$ cat src/rtl/fx2_dac_pkg.sv
// fx2_dac_pkg: shared definitions for the FX2LP-fed DAC sequencer.
//   - seq_state_e  : sequencer state encoding, also reported in status[1:0]
//   - CTRL_*       : bit positions inside the cfg_ctrl word (pio_0)
//   - STAT_*       : field positions inside the status readback word
//   - midscale()   : offset-binary zero code for a given DAC width
package fx2_dac_pkg;

    typedef enum logic [1:0] {
        ST_IDLE     = 2'd0,
        ST_PREFILL  = 2'd1,
        ST_RUN      = 2'd2,
        ST_UNDERRUN = 2'd3
    } seq_state_e;

    localparam int unsigned CTRL_ENABLE_BIT = 0;
    localparam int unsigned CTRL_HOLD_BIT   = 1;
    localparam int unsigned CTRL_CLEAR_BIT  = 2;
    localparam int unsigned CTRL_THR_LSB    = 8;
    localparam int unsigned CTRL_THR_W      = 8;

    localparam int unsigned STAT_STATE_LSB  = 0;
    localparam int unsigned STAT_EMPTY_BIT  = 2;
    localparam int unsigned STAT_FULL_BIT   = 3;
    localparam int unsigned STAT_UCNT_LSB   = 16;
    localparam int unsigned STAT_UCNT_W     = 16;

    function automatic logic [31:0] midscale(input int unsigned w);
        return 32'd1 << (w - 1);
    endfunction

endpackage

$ cat src/rtl/fx2_dac_sequencer_sample_fifo.sv
// sample_fifo: synchronous FIFO holding DAC_W-bit samples already selected
// from the FX2 data bus.
// Ports:
//   clk_i, rst_i   clock, synchronous active-high reset
//   flush_i        empties the FIFO (pointers and count to zero)
//   push_i/wdata_i write one sample
//   pop_i/rdata_o  rdata_o always shows the head; pop_i advances it
//   count_o        number of stored samples (0..FIFO_DEPTH)
//   empty_o/full_o occupancy flags
module sample_fifo #(
    parameter int unsigned DAC_W      = 14,
    parameter int unsigned FIFO_DEPTH = 16
) (
    input  logic                            clk_i,
    input  logic                            rst_i,
    input  logic                            flush_i,
    input  logic                            push_i,
    input  logic [DAC_W-1:0]                wdata_i,
    input  logic                            pop_i,
    output logic [DAC_W-1:0]                rdata_o,
    output logic [$clog2(FIFO_DEPTH):0]     count_o,
    output logic                            empty_o,
    output logic                            full_o
);

    localparam int unsigned AW = $clog2(FIFO_DEPTH);
    localparam int unsigned CW = AW + 1;

    logic [DAC_W-1:0] mem_q [FIFO_DEPTH];
    logic [AW-1:0]    wr_q;
    logic [AW-1:0]    rd_q;
    logic [CW-1:0]    cnt_q;

    always_ff @(posedge clk_i) begin
        if (push_i && !flush_i) begin
            mem_q[wr_q] <= wdata_i;
        end
    end

    always_ff @(posedge clk_i) begin
        if (rst_i || flush_i) begin
            wr_q  <= '0;
            rd_q  <= '0;
            cnt_q <= '0;
        end else begin
            if (push_i) begin
                wr_q <= wr_q + AW'(1);
            end
            if (pop_i) begin
                rd_q <= rd_q + AW'(1);
            end
            cnt_q <= cnt_q + CW'(push_i) - CW'(pop_i);
        end
    end

    assign rdata_o = mem_q[rd_q];
    assign count_o = cnt_q;
    assign empty_o = (cnt_q == '0);
    assign full_o  = (cnt_q == CW'(FIFO_DEPTH));

endmodule

$ cat src/rtl/fx2_dac_sequencer.sv
// fx2_dac_sequencer: pulls 16-bit words from the FX2LP slave FIFO into a
// local buffer and releases one DAC sample per programmed rate tick.
// Ports:
//   clk_clk, reset_reset     clock (also FX2 IFCLK), sync active-high reset
//   cfg_ctrl                 [0] enable, [1] hold_last, [2] clear_status,
//                            [15:8] prefill threshold
//   cfg_rate                 sample period minus one, in clocks
//   fx2_empty_n, fx2_fd      FX2 endpoint flag and data
//   fx2_slrd_n, fx2_sloe_n   FX2 read strobe / output enable (active low)
//   fx2_fifoadr              endpoint select, constant FX2_EP
//   dac_data, dac_valid      DAC code (offset binary) and new-sample strobe
//   status                   [1:0] state, [2] fifo_empty, [3] fifo_full,
//                            [31:16] underrun count
// Build option: define SIGNED_INPUT_EN when the FX2 stream carries two's
// complement samples; the sample MSB is then inverted on the way out.
module fx2_dac_sequencer
    import fx2_dac_pkg::*;
#(
    parameter int unsigned DAC_W      = 14,
    parameter int unsigned FIFO_DEPTH = 16,
    parameter int unsigned RATE_W     = 24,
    parameter logic [1:0]  FX2_EP     = 2'b10
) (
    input  logic              clk_clk,
    input  logic              reset_reset,
    input  logic [31:0]       cfg_ctrl,
    input  logic [31:0]       cfg_rate,
    input  logic              fx2_empty_n,
    input  logic [15:0]       fx2_fd,
    output logic              fx2_slrd_n,
    output logic              fx2_sloe_n,
    output logic [1:0]        fx2_fifoadr,
    output logic [DAC_W-1:0]  dac_data,
    output logic              dac_valid,
    output logic [31:0]       status
);

    localparam int unsigned CW = $clog2(FIFO_DEPTH) + 1;
    localparam logic [DAC_W-1:0] MID = DAC_W'(midscale(DAC_W));

    seq_state_e        state_q, state_d;
    logic              slrd_n_q, slrd_n_d;
    logic              sloe_n_q, sloe_n_d;
    logic [DAC_W-1:0]  dac_q, dac_d;
    logic              valid_q, valid_d;
    logic [15:0]       ucnt_q, ucnt_d;
    logic [RATE_W-1:0] rate_q, rate_d;
    logic              clr_q;
    logic [31:0]       status_q, status_d;

    logic              en, hold, clr_rise, tick, room;
    logic [31:0]       thr;
    logic              push, pop, flush;
    logic [DAC_W-1:0]  fifo_rdata;
    logic [CW-1:0]     fifo_count, cnt_nxt;
    logic              fifo_empty, fifo_full;

    logic unused_cfg_bits;
    assign unused_cfg_bits = ^{cfg_ctrl[31:16], cfg_ctrl[7:3],
                               cfg_rate[31:RATE_W], fx2_fd[15-DAC_W:0]};

    function automatic logic [DAC_W-1:0] to_dac_code(input logic [DAC_W-1:0] w);
`ifdef SIGNED_INPUT_EN
        return w ^ MID;
`else
        return w;
`endif
    endfunction

    sample_fifo #(
        .DAC_W      (DAC_W),
        .FIFO_DEPTH (FIFO_DEPTH)
    ) u_fifo (
        .clk_i   (clk_clk),
        .rst_i   (reset_reset),
        .flush_i (flush),
        .push_i  (push),
        .wdata_i (fx2_fd[15 -: DAC_W]),
        .pop_i   (pop),
        .rdata_o (fifo_rdata),
        .count_o (fifo_count),
        .empty_o (fifo_empty),
        .full_o  (fifo_full)
    );

    assign en       = cfg_ctrl[CTRL_ENABLE_BIT];
    assign hold     = cfg_ctrl[CTRL_HOLD_BIT];
    assign clr_rise = cfg_ctrl[CTRL_CLEAR_BIT] && !clr_q;
    assign tick     = (rate_q == '0);
    // Two free slots are required because the previous read may still land.
    assign room     = (32'(fifo_count) + 32'd2) <= FIFO_DEPTH;

    always_comb begin
        thr = 32'(cfg_ctrl[CTRL_THR_LSB +: CTRL_THR_W]);
        if (thr == 32'd0) begin
            thr = 32'd1;
        end else if (thr > FIFO_DEPTH) begin
            thr = FIFO_DEPTH;
        end
    end

    always_comb begin
        state_d  = state_q;
        slrd_n_d = 1'b1;
        dac_d    = dac_q;
        valid_d  = 1'b0;
        ucnt_d   = ucnt_q;
        rate_d   = rate_q;
        push     = 1'b0;
        pop      = 1'b0;
        flush    = 1'b0;

        if (!en) begin
            state_d = ST_IDLE;
            flush   = 1'b1;
            dac_d   = MID;
        end else if (state_q == ST_IDLE) begin
            state_d = ST_PREFILL;
            flush   = 1'b1;
            dac_d   = MID;
        end else begin
            // The word strobed during the low cycle is captured on this edge.
            push = !slrd_n_q;
            if (slrd_n_q && fx2_empty_n && room) begin
                slrd_n_d = 1'b0;
            end
            case (state_q)
                ST_PREFILL: begin
                    if (32'(fifo_count) >= thr) begin
                        state_d = ST_RUN;
                        rate_d  = cfg_rate[RATE_W-1:0];
                    end
                end
                default: begin
                    rate_d = tick ? cfg_rate[RATE_W-1:0] : rate_q - RATE_W'(1);
                    if (tick) begin
                        valid_d = 1'b1;
                        if (!fifo_empty) begin
                            pop     = 1'b1;
                            dac_d   = to_dac_code(fifo_rdata);
                            state_d = ST_RUN;
                        end else begin
                            state_d = ST_UNDERRUN;
                            if (ucnt_q != 16'hFFFF) begin
                                ucnt_d = ucnt_q + 16'd1;
                            end
                            if (!hold) begin
                                dac_d = MID;
                            end
                        end
                    end
                end
            endcase
        end

        if (clr_rise) begin
            ucnt_d = '0;
        end

        sloe_n_d = (state_d == ST_IDLE);
    end

    // Status is registered from next-state values so it tracks the live
    // state while still reading zero during reset.
    always_comb begin
        cnt_nxt  = flush ? '0 : fifo_count + CW'(push) - CW'(pop);
        status_d = '0;
        status_d[STAT_STATE_LSB +: 2]           = state_d;
        status_d[STAT_EMPTY_BIT]                = (cnt_nxt == '0);
        status_d[STAT_FULL_BIT]                 = (cnt_nxt == CW'(FIFO_DEPTH));
        status_d[STAT_UCNT_LSB +: STAT_UCNT_W]  = ucnt_d;
    end

    always_ff @(posedge clk_clk) begin
        if (reset_reset) begin
            state_q  <= ST_IDLE;
            slrd_n_q <= 1'b1;
            sloe_n_q <= 1'b1;
            dac_q    <= MID;
            valid_q  <= 1'b0;
            ucnt_q   <= '0;
            rate_q   <= '0;
            clr_q    <= 1'b0;
            status_q <= '0;
        end else begin
            state_q  <= state_d;
            slrd_n_q <= slrd_n_d;
            sloe_n_q <= sloe_n_d;
            dac_q    <= dac_d;
            valid_q  <= valid_d;
            ucnt_q   <= ucnt_d;
            rate_q   <= rate_d;
            clr_q    <= cfg_ctrl[CTRL_CLEAR_BIT];
            status_q <= status_d;
        end
    end

    assign fx2_slrd_n  = slrd_n_q;
    assign fx2_sloe_n  = sloe_n_q;
    assign fx2_fifoadr = FX2_EP;
    assign dac_data    = dac_q;
    assign dac_valid   = valid_q;
    assign status      = status_q;

endmodule

$ cat config.mk
export PLATFORM = sky130hd
export DESIGN_NAME = fx2_dac_sequencer
export DESIGN_NICKNAME = d
export VERILOG_FILES = /design/src/rtl/fx2_dac_pkg.sv /design/src/rtl/fx2_dac_sequencer_sample_fifo.sv /design/src/rtl/fx2_dac_sequencer.sv
export SDC_FILE = /design/constraint.sdc
export NUM_CORES = 1
export LEC_CHECK = 0
export CORE_ASPECT_RATIO = 0.8
export CORE_MARGIN = 2
export CORE_UTILIZATION = 30
export DETAILED_ROUTE_END_ITERATION = 10
export SETUP_SLACK_MARGIN = 0.1
export SKIP_CTS_REPAIR_TIMING = 1
export SLEW_MARGIN = 20
export SYNTH_ARGS = -nofsm -noshare
export SYNTH_HDL_FRONTEND = slang
export SYNTH_SLANG_ARGS = --single-unit
$ cat constraint.sdc
create_clock -name clk_clk -period 8.17 [get_ports clk_clk]
set_clock_uncertainty 0.1 [all_clocks]
set_input_delay 2.0425 -clock clk_clk [delete_from_list [all_inputs] [get_ports clk_clk]]
set_output_delay 2.0425 -clock clk_clk [all_outputs]
set_load 0.005 [all_outputs]
==> key figures, run 1 <==
Floorplanning
  • Die Wd: 235 um
  • Top-level I/O count: 134
  • Die area: 44300 um^2
  • Starting density of the core: 0.305
  • CORE AREA: 41900 um^2
  • Die H: 189 um
  • Row count: 67

Final layout
  • Final nets: 1084
  • Area Growth Syn to Fin: 19.3%
  • Most frequent cells in the layout: 224 x edfxtp_1, 88 x clkdlybuf4s50_1, 79 x nor2_1
  • Antenna Cells: 0
  • Most common library cell in the layout ignoring fill and taps: edfxtp_1
  • Filler cell count: 4012
  • Fraction of layout instances using a drive strength above 1: 0.158

Yosys
  • Top cells by area, synth: edfxtp_1 53%, dfxtp_1 12%, mux4_2 10%
  • Main combinational cell family by area after synthesis: multiplexers
  • Synth Instances: 888
  • Xor-xnor portion of the synthesized cell area: 0.0165
  • Ys Warns: 0
  • Top cell type by total area after synthesis: edfxtp_1
  • Post-Synth Simple-Gate Area: 0.0916
  • Synthesized-area fraction occupied by adder cells: 0.0212
  • Yosys reg bits: 303
  • Average size of a mapped cell: 14.4 um^2
  • FFs w/ async S/R, synth: 0
  • Area share of the largest cell type after synthesis: 0.527
  • Compound-cell area share of the yosys netlist: 0.0636
  • Mux share of post-synthesis cell area: 0.123
  • Register area share after synthesis: 0.650
  • Post-synth EDFFs: 224
  • Post-Synthesis Cell Area: 12800 um^2
  • Netlist cell types: 66
  • Synth Flop Type: edfxtp_1

Outcome
  • Status: complete, no violations

Timing
  • Setup TNS: 0 ns
  • Unrepaired setup endpoints after global routing: no
  • Fin crit share: 0.638
  • Slew Viols, Final: 0
  • Final Hold Fails: 0
  • Slew HR: 0.307
  • Fin crit period: 5.21 ns
  • Worst-margin pin slew: 1.04 ns
  • Fmax: 192 MHz
  • Setup-failing EPs final: 0

Setup path
  • R2R setup slack: 4.07 ns
  • CP Capture Type: flip-flop
  • CP Launch Type: primary input
  • Worst endpoint required time: 8.53 ns
  • CP arrival: 5.57 ns
  • Register-to-Register Path Depth: 16
  • R2R Path End: status[2]
  • CP Class: in -> reg
  • Worst-path fanout max: 16
  • Reg2Reg Launch Point: rate_q[0]

Min path
  • Hold Startpoint: dac_data[3]
  • Hold path depth: 2
  • Worst hold path class: reg -> reg
  • Min-Delay Endpoint: dac_data[3]

Clock tree
  • Worst-Skew Late Latency: 0.57 ns
  • CTS buffer count: 28
  • CTS root buf: clkbuf_16
  • Clock tree buffer depth: 3
  • Clk pin slew, worst setup/hold paths: 0.07 ns
  • Clock Sinks: 303
  • CTS tree: built
  • # H-tree levels: 1

GRT
  • Initial antenna violation count: 1
  • Pin count of the biggest net entering global routing: 53
  • Vias in the first global route: 7516
  • Grt ovf: 0
  • Global-route wire length before repair: 44400 um
  • Gr usage total: 0.128

Pwr
  • Switching pwr: 652 uW
  • Leakage Power: 0.00484 uW
  • Seq pwr share: 0.539
  • Clock share of power: 0.426
  • Sw Share: 0.213
  • Total power: 3070 uW
  • Comb pwr share: 0.034
  • PwrDens: 201 nW/um^2
  • Worst vdd ir: 0.000146 V
  • P_int: 2410 uW

Placement
  • GPL Wtd Cong: 0.763
  • HPWL after DPL: 17600 um
  • # port buffers: 88

Route
  • Antenna viol nets, final: 0
  • Vias per cell: 4.92
  • Starting DRT DRC Count: 548
  • Routed WL per cell: 18.7 um
  • # DRC: 0
  • Via Count: 7639
  • Pre-antenna DRT Iters: 5
  • Final WL: 29100 um

Run
  • # Max-Cap Violations: 0
registers in the layout, summed over array words and instances, names as in the netlist, named ones only:
name and cells:
fx2_sloe_n 1, u_fifo.mem_q 224, status 3, clr_q 1
ucnt_q 16, dac_valid 1, u_fifo.rd_q 4, rate_q 24
fx2_slrd_n 1, u_fifo.wr_q 4, dac_data 14, state_q 1
u_fifo.count_o 5
cells in the mapped netlist (all sizes together), types with 3 or more instances:
library cell / n
a21o: 4
dfxtp: 79
or3: 3
and4: 3
o32ai: 12
edfxtp: 224
nor4b: 3
mux2: 13
xor2: 6
nand4: 10
inv: 33
clkbuf: 33
a21oi: 52
o21ai: 31
nor3: 21
ha: 20
o31ai: 5
nand3: 14
mux4: 57
a211oi: 4
nand2b: 5
buf: 27
mux2i: 14
nor2: 81
nand2: 55
o21a: 3
or4: 3
xnor2: 18
a32o: 3
nor4: 20
and3: 4
layout make-up:
class                   count  area (um^2)  share of cell area
flip-flops and latches    303         8310               0.546
multi-input cells         504         4140               0.271
repair buffers            110         1050              0.0689
clock buffers              33          741              0.0486
well taps                 552          691              0.0453
clock inverters            19          181              0.0119
inverters                  33          124             0.00813
stage by stage:
| step | setup WS, ns | instances | area [um^2] | hold slack (ns) | utilization |
|---|---|---|---|---|---|
| after floorplan | 3.46 | 900 | 12800 | 0.341 | - |
| after global placement | 2.38 | 1502 | 14300 | 0.337 | 0.341 |
| after detailed placement | 2.37 | 1502 | 14300 | 0.343 | 0.341 |
| after CTS | 2.97 | 1554 | 15200 | 0.358 | 0.363 |
| after global routing | 2.73 | 1554 | 15200 | 0.395 | 0.364 |
| final | 2.96 | 1554 | 15200 | 0.353 | 0.364 |
worst max-delay path, stage by stage:
cell and delay [ns]:
clkdlybuf4s50_1 0.40, nor4_1 0.69, o21a_1 0.22, ha_1 0.22, nand2b_1 0.14, a211oi_1 0.30
nor3_1 0.13, or2_2 0.40, nand2_1 0.53, inv_1 0.22, a32o_1 0.26
metal layers:
layer / track usage / part of all wire / up-vias / routed length (um)
met4: 0.0273 / 0.016 / 0 / 454
met2: 0.190 / 0.44 / 213 / 12700
met5: 0 / 0 / - / 0
met1: 0.196 / 0.49 / 3841 / 14400
li1: - / - / 3553 / -
met3: 0.0230 / 0.054 / 32 / 1570
logic make-up (layout without fill, tap and decap cells):
kind of cell,Yosys count,after routing
other cells,2,14
fa+ha+maj,21,21
compound gates,130,130
xor+xnor,24,24
flops,303,303
buf+inv,93,195
mux,84,84
simple gates,231,231
power by group through the flow:
| stage | Combinational [uW] | Sequential [uW] | Clock, uW |
|---|---|---|---|
| floorplan | 57.2 | 1690 | 0 |
| global placement | 104 | 1690 | 0 |
| detailed placement | 105 | 1690 | 0 |
| CTS | 106 | 1650 | 1340 |
| global route | 117 | 1650 | 1400 |
| finish | 106 | 1650 | 1310 |
how the worst max path moves through the flow:
stage,end,cells after the start,start
floorplan,rate_q[12],11,cfg_ctrl[15]
global placement,rate_q[18],11,cfg_ctrl[15]
detailed placement,rate_q[10],11,cfg_ctrl[15]
CTS,rate_q[10],11,cfg_ctrl[15]
global route,rate_q[10],11,cfg_ctrl[15]
finish,rate_q[10],11,cfg_ctrl[15]
(Power assumes the default switching activity.)
==> run 2, diff against run 1 <==
==> constraint.sdc (replaced) <==
create_clock -name clk_clk -period 5.3 [get_ports clk_clk]
set_clock_uncertainty 0.1 [all_clocks]
set_input_delay 1.325 -clock clk_clk [delete_from_list [all_inputs] [get_ports clk_clk]]
set_output_delay 1.325 -clock clk_clk [all_outputs]
set_load 0.005 [all_outputs]
==> run 2 against run 1 <==
Compared with the run above:
- flip-flop and latch count unchanged
- non-clock buffer count up 10
- critical path depth up 1
- global-route usage up 0.26 points
- setup slack worse by 1.6 ns
- sequential power up 55%
- utilization up 0.39 points
- total power up 61%
- cell area up 1.1%
- via count up 0.79%
- combinational power up 57%
- worst hold slack better by 0.0053 ns
==> key figures, run 2 (synthesis results as in run 1) <==
Floorplanning
  • CORE AREA: 41900 um^2 (unchanged)
  • Starting density of the core: 0.305 (unchanged)
  • Die area: 44300 um^2 (unchanged)
  • Top-level I/O count: 134 (unchanged)
  • Die H: 189 um (unchanged)
  • Die Wd: 235 um (unchanged)
  • Row count: 67 (unchanged)

Placement
  • HPWL after DPL: 17900 um (was 17600 um)
  • GPL Wtd Cong: 0.806 (was 0.763)
  • Pre-CTS setup slack: 0.835 ns (was 2.37 ns)
  • Post-placement cell count: 1512 (was 1502)
  • # port buffers: 88 (unchanged)

GRT
  • Initial antenna violation count: 0 (was 1)
  • Gr usage total: 0.131 (was 0.128)
  • Grt ovf: 0 (unchanged)
  • Met2 Use GR: 0.190 (about the same)
  • Met3 usage: 0.0255 (was 0.0230)
  • GR peak layer: met1 (unchanged)
  • Global-route wire length before repair: 45000 um (was 44400 um)
  • Vias in the first global route: 7490 (was 7516)
  • Pin count of the biggest net entering global routing: 46 (was 53)
  • Met1 Usage GRT: 0.202 (was 0.196)

Timing
  • Final Hold Fails: 0 (unchanged)
  • Unrepaired setup endpoints after global routing: no (unchanged)
  • Slew HR: 0.351 (was 0.307)
  • Setup TNS: 0 ns (unchanged)
  • Fin crit share: 0.737
  • Worst setup margin: 1.40 ns (was 2.96 ns)
  • Setup-failing EPs final: 0 (unchanged)
  • Slew Viols, Final: 0 (unchanged)
  • Fin crit period: 3.90 ns
  • Worst-margin pin slew: 0.971 ns (was 1.04 ns)
  • Fmax: 256 MHz

Route
  • Pre-antenna DRT Iters: 5 (unchanged)
  • Final WL: 29400 um (was 29100 um)
  • # DRC: 0 (unchanged)
  • Via Count: 7699 (was 7639)
  • Starting DRT DRC Count: 683 (was 548)
  • Routed WL per cell: 18.8 um (was 18.7 um)
  • Vias per cell: 4.91 (was 4.92)
  • Antenna viol nets, final: 0 (unchanged)

Final layout
  • Area Growth Syn to Fin: 20.6% (was 19.3%)
  • Antenna Cells: 0 (unchanged)
  • Most frequent cells in the layout: 224 x edfxtp_1, 88 x clkdlybuf4s50_1, 80 x nor2_1 (was 224 x edfxtp_1, 88 x clkdlybuf4s50_1, 79 x nor2_1)
  • End-of-flow core utilization: 0.367 (was 0.364)
  • Max reg flops: 224 (unchanged)
  • Most common library cell in the layout ignoring fill and taps: edfxtp_1 (unchanged)
  • Fraction of layout instances using a drive strength above 1: 0.170 (was 0.158)
  • Fin cells: 1568 (was 1554)
  • Final nets: 1096 (was 1084)
  • Largest regs: u_fifo.mem_q (224), rate_q (24), ucnt_q (16) (unchanged)
  • Filler cell count: 3999 (was 4012)
  • Top reg by flops: u_fifo.mem_q (unchanged)

Clock tree
  • Clk pin slew, worst setup/hold paths: 0.07 ns (about the same)
  • # H-tree levels: 1 (unchanged)
  • CTS tree: built (unchanged)
  • CTS buffer count: 30 (was 28)
  • CTS root buf: clkbuf_16 (unchanged)
  • Worst-Skew Late Latency: 0.58 ns (was 0.57 ns)
  • Clock tree buffer depth: 3 (unchanged)
  • Clock Sinks: 303 (unchanged)

Outcome
  • Status: complete, no violations (unchanged)

Run
  • # Max-Cap Violations: 0 (unchanged)

Pwr
  • Total power: 4940 uW (was 3070 uW)
  • Worst vdd ir: 0.000232 V (was 0.000146 V)
  • Leakage Power: 0.00496 uW (was 0.00484 uW)
  • PwrDens: 321 nW/um^2 (was 201 nW/um^2)

Setup path
  • Worst-path fanout max: 10 (was 16)
  • CP Capture Type: flip-flop (unchanged)
  • CP Class: in -> reg (unchanged)
  • CP Launch Type: primary input (unchanged)
  • CP arrival: 4.28 ns (was 5.57 ns)
  • Worst endpoint required time: 5.67 ns (was 8.53 ns)

Min path
  • Worst hold path class: reg -> reg (unchanged)
==> run 2: cell types whose count changed in the layout (fill, tap and decap cells not counted), sizes merged <==
| cell | before | now |
|---|---|---|
| clkbuf | 33 | 39 |
| clkinv | 13 | 6 |
| buf | 22 | 32 |
| clkinvlp | 4 | 6 |
| bufinv | 2 | 4 |
| inv | 33 | 34 |
==> run 2: power by group <==
group	switching (uW)	internal, uW	total (uW)
Sequential	3.29	2540	2550
Clock	936	1290	2220
Combinational	97.6	68.3	166
==> run 2: worst paths after layout <==
check                    start            to  slack [ns]  cells after the start
hold / removal    dac_data[10]  dac_data[10]        0.36                      2
setup / recovery  cfg_ctrl[15]    rate_q[22]        1.40                     12
hold reg to reg   dac_data[10]  dac_data[10]        0.36                      2
setup reg to reg     rate_q[5]     status[2]        1.66                     10
==> run 2: area by class of cell <==
type	count	area (um^2)	share of cell area
tap	552	691	0.0449
timing repair buffer	120	1120	0.0728
multi-input combinational	504	4110	0.267
sequential	303	8310	0.540
clock inverter	17	225	0.0146
clock buffer	39	815	0.0529
inverter	33	124	0.00804
==> run 2: per-stage QoR <==
| stage | hold slack [ns] | instance area, um^2 |
|---|---|---|
| 2_1_floorplan | 0.341 | 12800 |
| 6_report | 0.358 | 15400 |
| 3_3_place_gp | 0.335 | 14400 |
| 5_1_grt | 0.387 | 15400 |
| 4_1_cts | 0.359 | 15400 |
| 3_5_place_dp | 0.344 | 14400 |
==> run 2: per-layer routing <==
| layer | part of all wire | wire (um) |
|---|---|---|
| met1 | 0.49 | 14500 |
| met2 | 0.43 | 12800 |
| met3 | 0.057 | 1670 |
| met4 | 0.015 | 427 |
| met5 | 0 | 0 |
==> run 2: worst max-delay path: stages <==
cell and delay [ns]:
clkdlybuf4s50_1 0.40, nor4_1 0.28, buf_4 0.18, o21a_1 0.12, ha_1 0.21, nand2b_1 0.14
a211oi_1 0.32, nor3_1 0.12, or2_2 0.40, nand2_1 0.37, inv_1 0.16, a32o_1 0.23
